## config.mk

```make
export PLATFORM = sky130hd
export DESIGN_NAME = alarm_ctrl
export DESIGN_NICKNAME = d
export VERILOG_FILES = /design/src/rtl/alarm_pkg.sv /design/src/rtl/sec_countdown.sv /design/src/rtl/alarm_ctrl.sv
export SDC_FILE = /design/constraint.sdc
export NUM_CORES = 1
export LEC_CHECK = 0
export CAP_MARGIN = 25
export CORE_UTILIZATION = 30
export DETAILED_ROUTE_END_ITERATION = 12
export SYNTH_ARGS = -nofsm -noshare
export SYNTH_HDL_FRONTEND = slang
export SYNTH_SLANG_ARGS = --single-unit
```

## constraint.sdc

```tcl
create_clock -name sys_clk -period 2.14 [get_ports sys_clk]
set_input_delay 0.428 -clock sys_clk [delete_from_list [all_inputs] [get_ports sys_clk]]
set_output_delay 0.428 -clock sys_clk [all_outputs]
set_load 0.005 [all_outputs]
```

## src/rtl/alarm_pkg.sv

```systemverilog
// Shared alarm-path types and time-of-day limits, common to the alarm setting
// register, the timekeeping counter and the alarm controller.
package alarm_pkg;

   typedef enum logic [1:0] {
      IDLE    = 2'd0,
      RINGING = 2'd1,
      SNOOZE  = 2'd2
   } alarm_state_e;

   localparam int HOUR_MAX = 23;
   localparam int MIN_MAX  = 59;

   // True when the live time equals the stored alarm time.
   function automatic logic time_match(input logic [4:0] th, input logic [5:0] tm,
                                       input logic [4:0] ah, input logic [5:0] am);
      return (th == ah) && (tm == am);
   endfunction

endpackage

```

## src/rtl/sec_countdown.sv

```systemverilog
// Loadable seconds down-counter: holds at 1 rather than wrapping, and flags
// when it sits at 1 so the owner knows the next tick is the last one.
module sec_countdown #(
   parameter int W = 6
) (
   input  logic         sys_clk,
   input  logic         rst_n,
   input  logic         load,
   input  logic [W-1:0] load_val,
   input  logic         tick,
   output logic         at_one
);

   logic [W-1:0] count_q;

   always_ff @(posedge sys_clk or negedge rst_n) begin
      if (!rst_n) begin
         count_q <= '0;
      end else if (load) begin
         count_q <= load_val;
      end else if (tick && (count_q > W'(1))) begin
         count_q <= count_q - W'(1);
      end
   end

   assign at_one = (count_q == W'(1));

endmodule

```

## src/rtl/alarm_ctrl.sv

```systemverilog
// Alarm controller: fires on the rising edge of time==alarm and sequences
// ring / snooze / stop, driving the buzzer beep and status outputs.
module alarm_ctrl
   import alarm_pkg::*;
#(
   parameter int RING_TIMEOUT_S = 60,
   parameter int SNOOZE_S       = 300,
   parameter int MAX_SNOOZE     = 3
) (
   input  logic       sys_clk,
   input  logic       rst_n,
   input  logic       sec_tick,
   input  logic       alarm_enable,
   input  logic [4:0] time_hours,
   input  logic [5:0] time_minutes,
   input  logic [4:0] alarm_hours,
   input  logic [5:0] alarm_minutes,
   input  logic       snooze_btn,
   input  logic       stop_btn,
   output logic       alarm_ringing,
   output logic       buzzer,
   output logic       snooze_active,
   output logic [1:0] snoozes_left
);

   localparam int RW = $clog2(RING_TIMEOUT_S + 1);
   localparam int SW = $clog2(SNOOZE_S + 1);

   alarm_state_e state_q, state_d;
   logic         buzzer_q, buzzer_d;
   logic [1:0]   snz_left_q, snz_left_d;
   logic         ringing_q, snoozing_q;
   logic         match_prev_q;
   logic         match, trigger;
   logic         ring_load, ring_dec, ring_at_one;
   logic         snz_load, snz_dec, snz_at_one;

   assign match   = time_match(time_hours, time_minutes, alarm_hours, alarm_minutes);
   assign trigger = alarm_enable && match && !match_prev_q && (state_q == IDLE);

   sec_countdown #(.W(RW)) u_ring_cnt (
      .sys_clk  (sys_clk),
      .rst_n    (rst_n),
      .load     (ring_load),
      .load_val (RW'(RING_TIMEOUT_S)),
      .tick     (ring_dec),
      .at_one   (ring_at_one)
   );

   sec_countdown #(.W(SW)) u_snooze_cnt (
      .sys_clk  (sys_clk),
      .rst_n    (rst_n),
      .load     (snz_load),
      .load_val (SW'(SNOOZE_S)),
      .tick     (snz_dec),
      .at_one   (snz_at_one)
   );

   // Priority: enable low, then stop, then snooze, then the second tick.
   always_comb begin
      state_d    = state_q;
      buzzer_d   = buzzer_q;
      snz_left_d = snz_left_q;
      ring_load  = 1'b0;
      ring_dec   = 1'b0;
      snz_load   = 1'b0;
      snz_dec    = 1'b0;
      if (!alarm_enable) begin
         state_d    = IDLE;
         buzzer_d   = 1'b0;
         snz_left_d = 2'd0;
      end else begin
         case (state_q)
            IDLE: begin
               if (trigger) begin
                  state_d    = RINGING;
                  ring_load  = 1'b1;
                  snz_left_d = 2'(MAX_SNOOZE);
                  buzzer_d   = 1'b1;
               end
            end
            RINGING: begin
               if (stop_btn) begin
                  state_d    = IDLE;
                  buzzer_d   = 1'b0;
                  snz_left_d = 2'd0;
               end else if (snooze_btn && (snz_left_q != 2'd0)) begin
                  state_d    = SNOOZE;
                  snz_load   = 1'b1;
                  snz_left_d = snz_left_q - 2'd1;
                  buzzer_d   = 1'b0;
               end else if (sec_tick) begin
                  if (ring_at_one) begin
                     state_d    = IDLE;
                     buzzer_d   = 1'b0;
                     snz_left_d = 2'd0;
                  end else begin
                     ring_dec = 1'b1;
                     buzzer_d = ~buzzer_q;
                  end
               end
            end
            SNOOZE: begin
               if (stop_btn) begin
                  state_d    = IDLE;
                  buzzer_d   = 1'b0;
                  snz_left_d = 2'd0;
               end else if (sec_tick) begin
                  if (snz_at_one) begin
                     state_d   = RINGING;
                     ring_load = 1'b1;
                     buzzer_d  = 1'b1;
                  end else begin
                     snz_dec = 1'b1;
                  end
               end
            end
            default: begin
               state_d    = IDLE;
               buzzer_d   = 1'b0;
               snz_left_d = 2'd0;
            end
         endcase
      end
   end

   // match_prev resets high so the 00:00==00:00 coincidence after reset is not an edge.
   always_ff @(posedge sys_clk or negedge rst_n) begin
      if (!rst_n) begin
         state_q      <= IDLE;
         buzzer_q     <= 1'b0;
         snz_left_q   <= 2'd0;
         ringing_q    <= 1'b0;
         snoozing_q   <= 1'b0;
         match_prev_q <= 1'b1;
      end else begin
         state_q      <= state_d;
         buzzer_q     <= buzzer_d;
         snz_left_q   <= snz_left_d;
         ringing_q    <= (state_d == RINGING);
         snoozing_q   <= (state_d == SNOOZE);
         match_prev_q <= match;
      end
   end

   assign alarm_ringing = ringing_q;
   assign buzzer        = buzzer_q;
   assign snooze_active = snoozing_q;
   assign snoozes_left  = snz_left_q;

endmodule

```

==> impl_metrics.json, run 1 <==
{
  "outcome": "finished, final reports clean",
  "num_antenna_cells": 0,
  "gp_congestion": 0.8320,
  "gr-usage-met3": 0.02532,
  "drc": 0,
  "initial_core_util": 0.3214,
  "p_leak_uw": 0.0009234,
  "fin_crit_ns": 2.009,
  "fmax_ghz": 0.4977,
  "wl_per_cell_um": 11.54,
  "setup_ws_ns": 0.1307,
  "cts_buffer_depth": 2,
  "fin_area_um2": 2011,
  "layout_commonest_cell": "clkdlybuf4s50_1",
  "slew_headroom": 0.7586,
  "cts_tree": "yes",
  "worst_pin_slew_ns": 0.3595,
  "io_pins": 33,
  "dp_cells": 254,
  "cts_root_buffer": "clkbuf_8",
  "top_usage_layer": "met2",
  "arrival_ns": 2.18,
  "clkLatencyLatePin_ns": 0.27,
  "ys_ff_latch": 23,
  "antenna_found_initial": 0,
  "die_x_um": 71.47,
  "regArea_um2": 576.8,
  "finalNonFillerCells": 258,
  "multi_input_area_um2": 834.6,
  "netlist_instances": 154,
  "htree_levels": 1,
  "crit_type": "input pin to flip-flop",
  "clk_pin_slew_ns": 0.08,
  "grt_max_degree": 24,
  "core_area_um2": 4504,
  "synth-seq-area-share": 0.3984,
  "grtUsageMet1": 0.1799,
  "max_cap_viol_count": 0,
  "die_area_um2": 5107,
  "grt_util_all_layers": 0.1362,
  "dieHeight_um": 71.47,
  "grt-ovfl-total": 0,
  "grt_pass1_wl_um": 5478,
  "cpMaxStageDelayCell": "clkdlybuf4s50_1",
  "synth_nets": 187,
  "rsz0062_at_grt": "no",
  "syn_area_per_cell_um2": 9.400,
  "required_ns": 2.31,
  "tns_ns": 0,
  "hp-class": "input pin to async pin",
  "ant_nets": 0,
  "cts_buffers": 3,
  "synth_ff_type": "dfrtp_1",
  "port_buffers": 32,
  "ir_drop_uv": 217.9,
  "routed_wl_um": 2977,
  "yosys_warnings": 0,
  "slew_viol_final": 0,
  "postCtsHoldBufs": 0,
  "place_ws_ns": -0.1985,
  "clock_sinks": 23,
  "setup-violations-final": 0,
  "cp_slowest_stage_delay_ns": 0.53,
  "skew_ns": 0.001748,
  "synth_edf_count": 0,
  "cp-start-kind": "input pin",
  "drive_above_1_share": 0.1408,
  "layout.nets": 240,
  "fin_hold_ws_ns": 0.5011,
  "dr.pass1.iters": 4,
  "vias_per_cell": 4.988,
  "post-cts-setup-buffers": 0,
  "cpMostUsedCell": "nor2_1",
  "crit_fanout": 4,
  "hold_viol_final": 0,
  "async_flop_share": 1.000,
  "first_iter_violations": 57,
  "num_vias": 1287,
  "synthesis.area_um2": 1448,
  "synth.distinct_cells": 41,
  "crit_path_cell_trace": "clkdlybuf4s50_1 -> or3b_2 -> nor2_1 -> and4_2 -> nor2_1 -> a221oi_1",
  "fill_cells": 424,
  "dpl.hpwl_um": 2386,
  "dpl_cell_area_um2": 1958,
  "grt_pass1_vias": 1255,
  "met2_usage": 0.2190,
  "worstSetupEndpointType": "flip-flop",
  "final_cell_mix": "clkdlybuf4s50_1, dfrtp_1, buf_4",
  "areaGrowthSynthToFinish_pct": 38.89,
  "placementRows": 24,
  "finalCritPeriodShare": 0.9389,
  "power_density_nw_per_um2": 429.5
}
[path summary, 6_finish.rpt]
check,depth (start not counted),endpoint,slack (ns),start
max in group asynchronous,2,match_prev_q$_DFF_PN1_,1.36,rst_n
worst min register to register,1,u_snooze_cnt.count_q[4]$_DFFE_PN0P_,0.51,u_snooze_cnt.count_q[4]$_DFFE_PN0P_
worst max register to register,5,alarm_ringing$_DFF_PN0_,0.14,u_snooze_cnt.count_q[2]$_DFFE_PN0P_
worst min-delay path,2,u_ring_cnt.count_q[4]$_DFFE_PN0P_,0.50,rst_n
min in group sys_clk,1,u_snooze_cnt.count_q[4]$_DFFE_PN0P_,0.51,u_snooze_cnt.count_q[4]$_DFFE_PN0P_
worst max-delay path,6,alarm_ringing$_DFF_PN0_,0.13,alarm_enable
[logic make-up after synthesis]
| kind of cell | after synthesis | share of synthesized area |
|---|---|---|
| XOR/XNOR | 19 | 0.1150 |
| buffers and inverters | 11 | 0.03025 |
| AO/OA/AOI/OAI | 22 | 0.1037 |
| AND/OR/NAND/NOR | 67 | 0.2601 |
| multiplexers | 7 | 0.04927 |
| adder cells (fa/ha/maj) | 5 | 0.04322 |
| flip-flops | 23 | 0.3984 |
[flip-flops by register name (all words and copies together), names as in the netlist]
register	count
state_q	2
u_ring_cnt.count_q	6
alarm_ringing	1
buzzer	1
snoozes_left	2
u_snooze_cnt.count_q	9
snooze_active	1
match_prev_q	1
[synthesized netlist by cell type (2+ instances only)]
library cell,number,area share
inv_1,9,0.023
o21ai_0,3,0.010
and2_1,2,0.0086
dfrtp_1,22,0.38
xor2_1,11,0.067
nand3_1,2,0.0069
or4_1,3,0.016
xnor2_1,8,0.048
a221oi_1,2,0.012
nand2_1,15,0.039
mux2i_1,6,0.041
nor3_1,3,0.010
a21oi_1,5,0.017
or3_1,2,0.0086
nor2_1,14,0.036
a21o_1,2,0.010
buf_2,2,0.0069
o211a_1,2,0.014
nand2b_1,4,0.017
and3_1,3,0.013
nand4_1,2,0.0086
nor4_1,7,0.030
nor2b_1,2,0.0086
ha_1,5,0.043
o21ai_1,2,0.0069
[report_power, final]
| group | switching [µW] | internal (µW) |
|---|---|---|
| Clock | 141 | 133 |
| Sequential | 5.56 | 441 |
| Combinational | 53.2 | 89.4 |
[metrics by stage]
step,utilization,power [µW]
3_5_place_dp,0.4347,599.7
4_1_cts,0.4447,875.5
6_report,0.4464,863.7
3_3_place_gp,0.4347,599.8
2_1_floorplan,-,499.4
5_1_grt,0.4464,910.5
[critical path: cells and delay by family]
kind / cells / cell delay [ns]
compound gates: 1 / 0.27
buf+inv: 1 / 0.53
simple gates: 4 / 0.95
[final cells by class]
class | instances | share of cell area
Multi-Input combinational cell | 120 | 0.4151
Sequential cell | 23 | 0.2869
Timing Repair Buffer | 50 | 0.2265
Tap cell | 52 | 0.03236
Clock buffer | 4 | 0.02240
Inverter | 9 | 0.01680
[repair_timing]
| action | CTS | global route |
|---|---|---|
| endpoints found under the setup margin | 0 | 1 |
| hold endpoints to repair | 0 | 0 |
| gates resized for setup | 0 | 2 |
[per-layer routing]
| layer | vias to the layer above | routed length, µm |
|---|---|---|
| met3 | 5 | 166 |
| met4 | 0 | 64 |
| met2 | 35 | 1294 |
| li1 | 650 | - |
| met5 | - | 0 |
| met1 | 597 | 1451 |
No activity file was read; power rests on OpenSTA's default activity.
==> inputs of run 2 (changes only) <==
- GPL_TIMING_DRIVEN: not set -> 0
==> run 2 against run 1 <==
  * Critical path depth is the same
  * Non-clock buffer count fell by 11
  * Die area is the same
  * First-iteration DRC count increased by 5.3%
  * Hold slack improved by 0.0099 ns
  * Worst setup slack worse by 0.085 ns
  * Clock skew up 0.00097 ns
  * Final cell count down 4.3%
  * Largest cell class unchanged
==> impl_metrics.json, run 2 (same netlist as run 1, synthesis figures left out) <==
{
  "port_buffers": 32,
  "grt_max_degree": 13,
  "die_area_um2": 5107,
  "areaGrowthSynthToFinish_pct": 34.83,
  "first_iter_violations": 60,
  "setup_ws_ns": 0.04581,
  "drive_above_1_share": 0.1128,
  "layout_commonest_cell": "clkdlybuf4s50_1",
  "htree_levels": 1,
  "cts_root_buffer": "clkbuf_8",
  "postCtsHoldBufs": 0,
  "grt_pass1_wl_um": 5188,
  "cts_buffer_depth": 2,
  "io_pins": 33,
  "hp-class": "flip-flop to flip-flop",
  "drc": 0,
  "cpMaxStageDelayCell": "or4_4",
  "outcome": "finished, final reports clean",
  "clkLatencyLatePin_ns": 0.26,
  "grt_util_all_layers": 0.1255,
  "placementRows": 24,
  "crit_type": "flip-flop to flip-flop",
  "fmax_ghz": 0.4775,
  "clk_pin_slew_ns": 0.08,
  "dr.pass1.iters": 4,
  "place_ws_ns": -0.2816,
  "fin_crit_ns": 2.094,
  "crit_fanout": 6,
  "p_leak_uw": 0.0008853,
  "antenna_found_initial": 0,
  "dp_cells": 239,
  "setup-violations-final": 0,
  "die_x_um": 71.47,
  "power_density_nw_per_um2": 432.9,
  "cp_slowest_stage_delay_ns": 0.58,
  "cts_buffers": 3,
  "slew_viol_final": 0,
  "final_cell_mix": "clkdlybuf4s50_1, dfrtp_1, nand2_1",
  "grt-ovfl-total": 0,
  "ant_nets": 0,
  "skew_ns": 0.002717,
  "crit_buf_inv": 1,
  "required_ns": 2.30,
  "num_vias": 1225,
  "num_antenna_cells": 0,
  "finalNonFillerCells": 247,
  "dieHeight_um": 71.47,
  "worst_pin_slew_ns": 0.5667,
  "vias_per_cell": 4.960,
  "reg_top3": "u_snooze_cnt.count_q: 9 flops, u_ring_cnt.count_q: 6 flops",
  "slew_headroom": 0.6210,
  "clock_sinks": 23,
  "dpl.hpwl_um": 2188,
  "core_area_um2": 4504,
  "critPathTopFamily": "simple AND/OR/NAND/NOR gates",
  "ir_drop_uv": 184.1,
  "gp_congestion": 0.7477,
  "wl_per_cell_um": 11.62,
  "cp-start-kind": "flip-flop",
  "max_cap_viol_count": 0,
  "arrival_ns": 2.25,
  "worstSetupEndpointType": "flip-flop",
  "crit_path_cell_trace": "or4_4 -> nor4_4 -> buf_4 -> a211o_1 -> nor2_1 -> a31o_2",
  "regMostFlops": "u_snooze_cnt.count_q",
  "initial_core_util": 0.3214,
  "largest_register_ffs": 9,
  "finalCritPeriodShare": 0.9786,
  "cts_tree": "yes",
  "grt_pass1_vias": 1187,
  "layout.nets": 229,
  "routed_wl_um": 2869,
  "hold_viol_final": 0
}
[run 2: power breakdown]
group | leakage (µW) | switching, µW | internal (µW)
combinational | 0.000561 | 51.4 | 79.1
sequential | 0.000302 | 5.06 | 441
clock | 0.0000228 | 136 | 133
[run 2: path summary, 6_finish.rpt]
path / from / endpoint / slack (ns) / cells after the start
worst min register to register: u_snooze_cnt.count_q[4]$_DFFE_PN0P_ / u_snooze_cnt.count_q[4]$_DFFE_PN0P_ / 0.51 / 1
min in group asynchronous: rst_n / u_ring_cnt.count_q[5]$_DFFE_PN0P_ / 0.52 / 1
worst max-delay path: u_snooze_cnt.count_q[2]$_DFFE_PN0P_ / u_snooze_cnt.count_q[1]$_DFFE_PN0P_ / 0.05 / 6
worst min-delay path: u_snooze_cnt.count_q[4]$_DFFE_PN0P_ / u_snooze_cnt.count_q[4]$_DFFE_PN0P_ / 0.51 / 1
max in group asynchronous: rst_n / match_prev_q$_DFF_PN1_ / 1.06 / 2
worst max register to register: u_snooze_cnt.count_q[2]$_DFFE_PN0P_ / u_snooze_cnt.count_q[1]$_DFFE_PN0P_ / 0.05 / 6
[run 2: area by class of cell]
cell class,instances,area [µm²]
Buffer,2,10.01
Clock buffer,4,45.04
Fill cell,457,2552
Inverter,9,33.78
Multi-Input combinational cell,120,853.3
Sequential cell,23,576.8
Tap cell,52,65.06
Timing Repair Buffer,37,367.9
[run 2: repair_timing]
action | in CTS | in global routing
pin swaps | 0 | 1
buffers inserted | 0 | 4
resized for setup | 0 | 7
gates cloned | 0 | 0
setup endpoints to repair | 2 | 10
[run 2: stage by stage]
stage                       util  area (µm²)  hold WS, ns   TNS (ns)  power (µW)
after floorplan                -        1448       0.1324          0       499.4
after global routing      0.4333        1952       0.5450  -0.003986       888.8
after global placement    0.4069        1833       0.4895     -2.656       582.8
after detailed placement  0.4103        1848       0.5077     -2.570       586.2
final                     0.4333        1952       0.5109          0       844.9
after CTS                 0.4203        1893       0.5191   -0.01683       858.2
[run 2: layer usage]
layer / global-route usage / routed length [µm] / vias to the layer above
met3: 0.02250 / 166 / 4
met4: 0.04575 / 34 / 0
met5: 0 / 0 / -
met2: 0.1979 / 1251 / 42
met1: 0.1730 / 1417 / 550
li1: - / - / 629
[run 2: worst register-to-register path: cells and delay by family, from the launching register on]
family | cells | cell delay [ns]
AND/OR/NAND/NOR | 3 | 1.03
AO/OA/AOI/OAI | 2 | 0.36
buffers and inverters | 1 | 0.19
flip-flops | 1 | 0.42
==> inputs of run 3 (changes only) <==
- CAP_MARGIN: 25 -> 30
- CORE_MARGIN: not set -> 2
- SYNTH_HIERARCHICAL: not set -> 1
==> run 3 against run 2 <==
  * The flow now finishes with violations (negative setup slack)
  * Synthesized area grew 26%
  * Wire length grew 49%
  * Total power grew 15%
  * Clock power grew 6%
  * Non-clock buffer count grew 23
  * Clock-buffer cell count shrank 1
  * Sequential cell count is the same
  * Hold slack gained 0.058 ns
  * Global-route usage grew 0.82 points
  * Largest power group unchanged
==> impl_metrics.json, run 3 <==
{
  "outcome": "complete, but fails checks",
  "failed_checks": "negative setup slack",
  "num_antenna_cells": 0,
  "io_pins": 33,
  "clkLatencyLatePin_ns": 0.27,
  "placementRows": 28,
  "reg_top3": "u_snooze_cnt/count_q: 9 flops, u_ring_cnt/count_q: 6 flops",
  "worstRegToRegCells": 8,
  "regMostFlops": "u_snooze_cnt/count_q",
  "clk_pin_slew_ns": 0.09,
  "core_area_um2": 5886,
  "setup-violations-final": 8,
  "yosys-top-cells-area": "dfrtp_1, xor2_1, nand2_1",
  "finalCritPeriodShare": 1.107,
  "cts_root_buffer": "clkbuf_8",
  "ant_nets": 0,
  "slew_viol_final": 0,
  "utilization": 0.4469,
  "worst_pin_slew_ns": 0.7025,
  "routedLengthMet1_um": 1957,
  "synth-seq-area-share": 0.3173,
  "wl_per_cell_um": 12.54,
  "die_x_um": 81.85,
  "routed_wl_um": 4289,
  "gp_congestion": 0.7846,
  "synth_area_leader_cell": "dfrtp_1",
  "dr.pass1.iters": 4,
  "cts_tree": "yes",
  "vias_per_cell": 4.942,
  "hold_viol_final": 0,
  "fmax_ghz": 0.4222,
  "fin_crit_ns": 2.368,
  "crit_fanout": 4,
  "dieHeight_um": 81.85,
  "synth_commonest_cells": "dfrtp_1, nand2_1, a21oi_1, inv_1, xor2_1",
  "arrival_ns": 2.53,
  "cts_buffers": 3,
  "routed.top_layer": "met4",
  "routed-wl-met2_um": 2135,
  "first_iter_violations": 72,
  "synthesis.area_um2": 1818,
  "ff2ff_setup_slack_ns": -0.23,
  "crit_path_end": "u_ring_cnt/count_q[5]$_DFFE_PN0P_",
  "layout_commonest_cell": "clkdlybuf4s50_1",
  "htree_levels": 1,
  "layout.nets": 301,
  "postCtsHoldBufs": 0,
  "grt_max_degree": 14,
  "num_vias": 1690,
  "antenna_found_initial": 0,
  "required_ns": 2.30,
  "rsz0062_at_grt": "yes",
  "grt_util_all_layers": 0.1336,
  "synth_top_area_share": 0.3028,
  "crit_start": "u_snooze_cnt/count_q[5]$_DFFE_PN0P_",
  "largest_register_ffs": 9,
  "setup_ws_ns": -0.2283,
  "drc": 0,
  "die_area_um2": 6699,
  "grt_pass1_vias": 1664,
  "p_leak_uw": 0.001083,
  "slew_headroom": 0.5302,
  "yosysMostFrequentCell": "dfrtp_1",
  "syn_area_per_cell_um2": 9.323,
  "max_cap_viol_count": 0,
  "async_flop_share": 1.000,
  "crit_type": "flip-flop to flip-flop",
  "final_cell_mix": "clkdlybuf4s50_1, buf_4, dfrtp_1",
  "worstSetupEndpointType": "flip-flop",
  "ir_drop_uv": 212.4,
  "dr_wl_met3_um": 181,
  "netlist_instances": 195,
  "areaGrowthSynthToFinish_pct": 44.67,
  "grt_pass1_wl_um": 7141,
  "clock_sinks": 23,
  "hp-class": "input pin to async pin",
  "tns_ns": -0.9128,
  "drive_above_1_share": 0.2659,
  "place_ws_ns": -0.7648,
  "reg2reg_to": "u_ring_cnt/count_q[5]$_DFFE_PN0P_",
  "power_density_nw_per_um2": 369.1,
  "cp-start-kind": "flip-flop",
  "fill_cells": 586,
  "grt-ovfl-total": 0,
  "cts_buffer_depth": 2,
  "synth_edf_count": 0,
  "synth_ff_type": "dfrtp_1",
  "dpl.hpwl_um": 3021,
  "synth.distinct_cells": 68,
  "r2r_start": "u_snooze_cnt/count_q[5]$_DFFE_PN0P_",
  "skew_ns": 0.006030,
  "ys_ff_latch": 23,
  "port_buffers": 32,
  "dpl_cell_area_um2": 2327,
  "yosys_warnings": 6,
  "fin_area_um2": 2630,
  "initial_core_util": 0.3089
}
-- run 3: changes by cell type after synthesis, sizes merged, moves of 4 or more --
cell / before / now
xnor2: 8 / 0
a31oi: 0 / 6
nor3: 3 / 9
nor3b: 1 / 5
or4: 4 / 0
nand4: 2 / 6
a21oi: 5 / 11
-- run 3: how the worst min path moves through the flow --
stage,end,cells after the start
after global routing,buzzer$_DFFE_PN0P_,2
after CTS,buzzer$_DFFE_PN0P_,2
after floorplan,alarm_ringing$_DFF_PN0_,0
final,u_snooze_cnt/count_q[3]$_DFFE_PN0P_,1
after global placement,buzzer$_DFFE_PN0P_,2
after detailed placement,buzzer$_DFFE_PN0P_,2
-- run 3: area by class of cell --
type / instances / area [µm²] / share of cell area
multi-input cells: 166 / 1294 / 0.4919
flip-flops and latches: 23 / 580.6 / 0.2207
repair buffers: 55 / 505.5 / 0.1922
well taps: 75 / 93.84 / 0.03568
plain buffers: 7 / 65.06 / 0.02474
inverters: 12 / 45.04 / 0.01713
clock buffers: 3 / 41.29 / 0.01570
clock inverters: 1 / 5.005 / 0.001903
-- run 3: cell families after synthesis --
group / count (synthesis) / share of synthesized area
muxes: 5 / 0.02891
DFF: 23 / 0.3173
adders and majority gates: 5 / 0.03441
xor gates and xnor gates: 11 / 0.05299
other: 2 / 0.004131
and+or+nand+nor: 82 / 0.3138
AOI/OAI and AO/OA: 48 / 0.1955
buffers and inverters: 19 / 0.05299
-- run 3: critical path, cell delays in order, from the launching register on --
cell and delay [ns]:
dfrtp_2 0.43, nor4_4 0.29, and3_4 0.26, nand2_2 0.06, or4b_4 0.51, a21oi_4 0.19
nor4_1 0.07, and4_2 0.20, a221o_1 0.25
-- run 3: report_power, final --
| group | internal (µW) | switching, µW |
|---|---|---|
| Sequential | 446 | 13.9 |
| Combinational | 119 | 107 |
| Clock | 130 | 154 |
| Total | 696 | 275 |
-- run 3: layer usage --
layer / vias to the layer above / global-route usage
met5: - / 0
met2: 29 / 0.2577
li1: 860 / -
met1: 799 / 0.1518
met4: 0 / 0.01500
met3: 2 / 0.03187
-- run 3: what timing repair did --
action,CTS,global route
buffers inserted,16,6
pin swaps,4,2
resized for setup,12,10
endpoints found under the setup margin,9,11
-- run 3: through the flow --
step / total power, µW / hold WS [ns] / cells
2_1_floorplan: 573.9 / 0.1324 / 208
3_3_place_gp: 664.8 / 0.5603 / 315
3_5_place_dp: 670.2 / 0.5520 / 316
4_1_cts: 973.2 / 0.5796 / 336
5_1_grt: 1030 / 0.6098 / 342
6_report: 970.8 / 0.5690 / 342
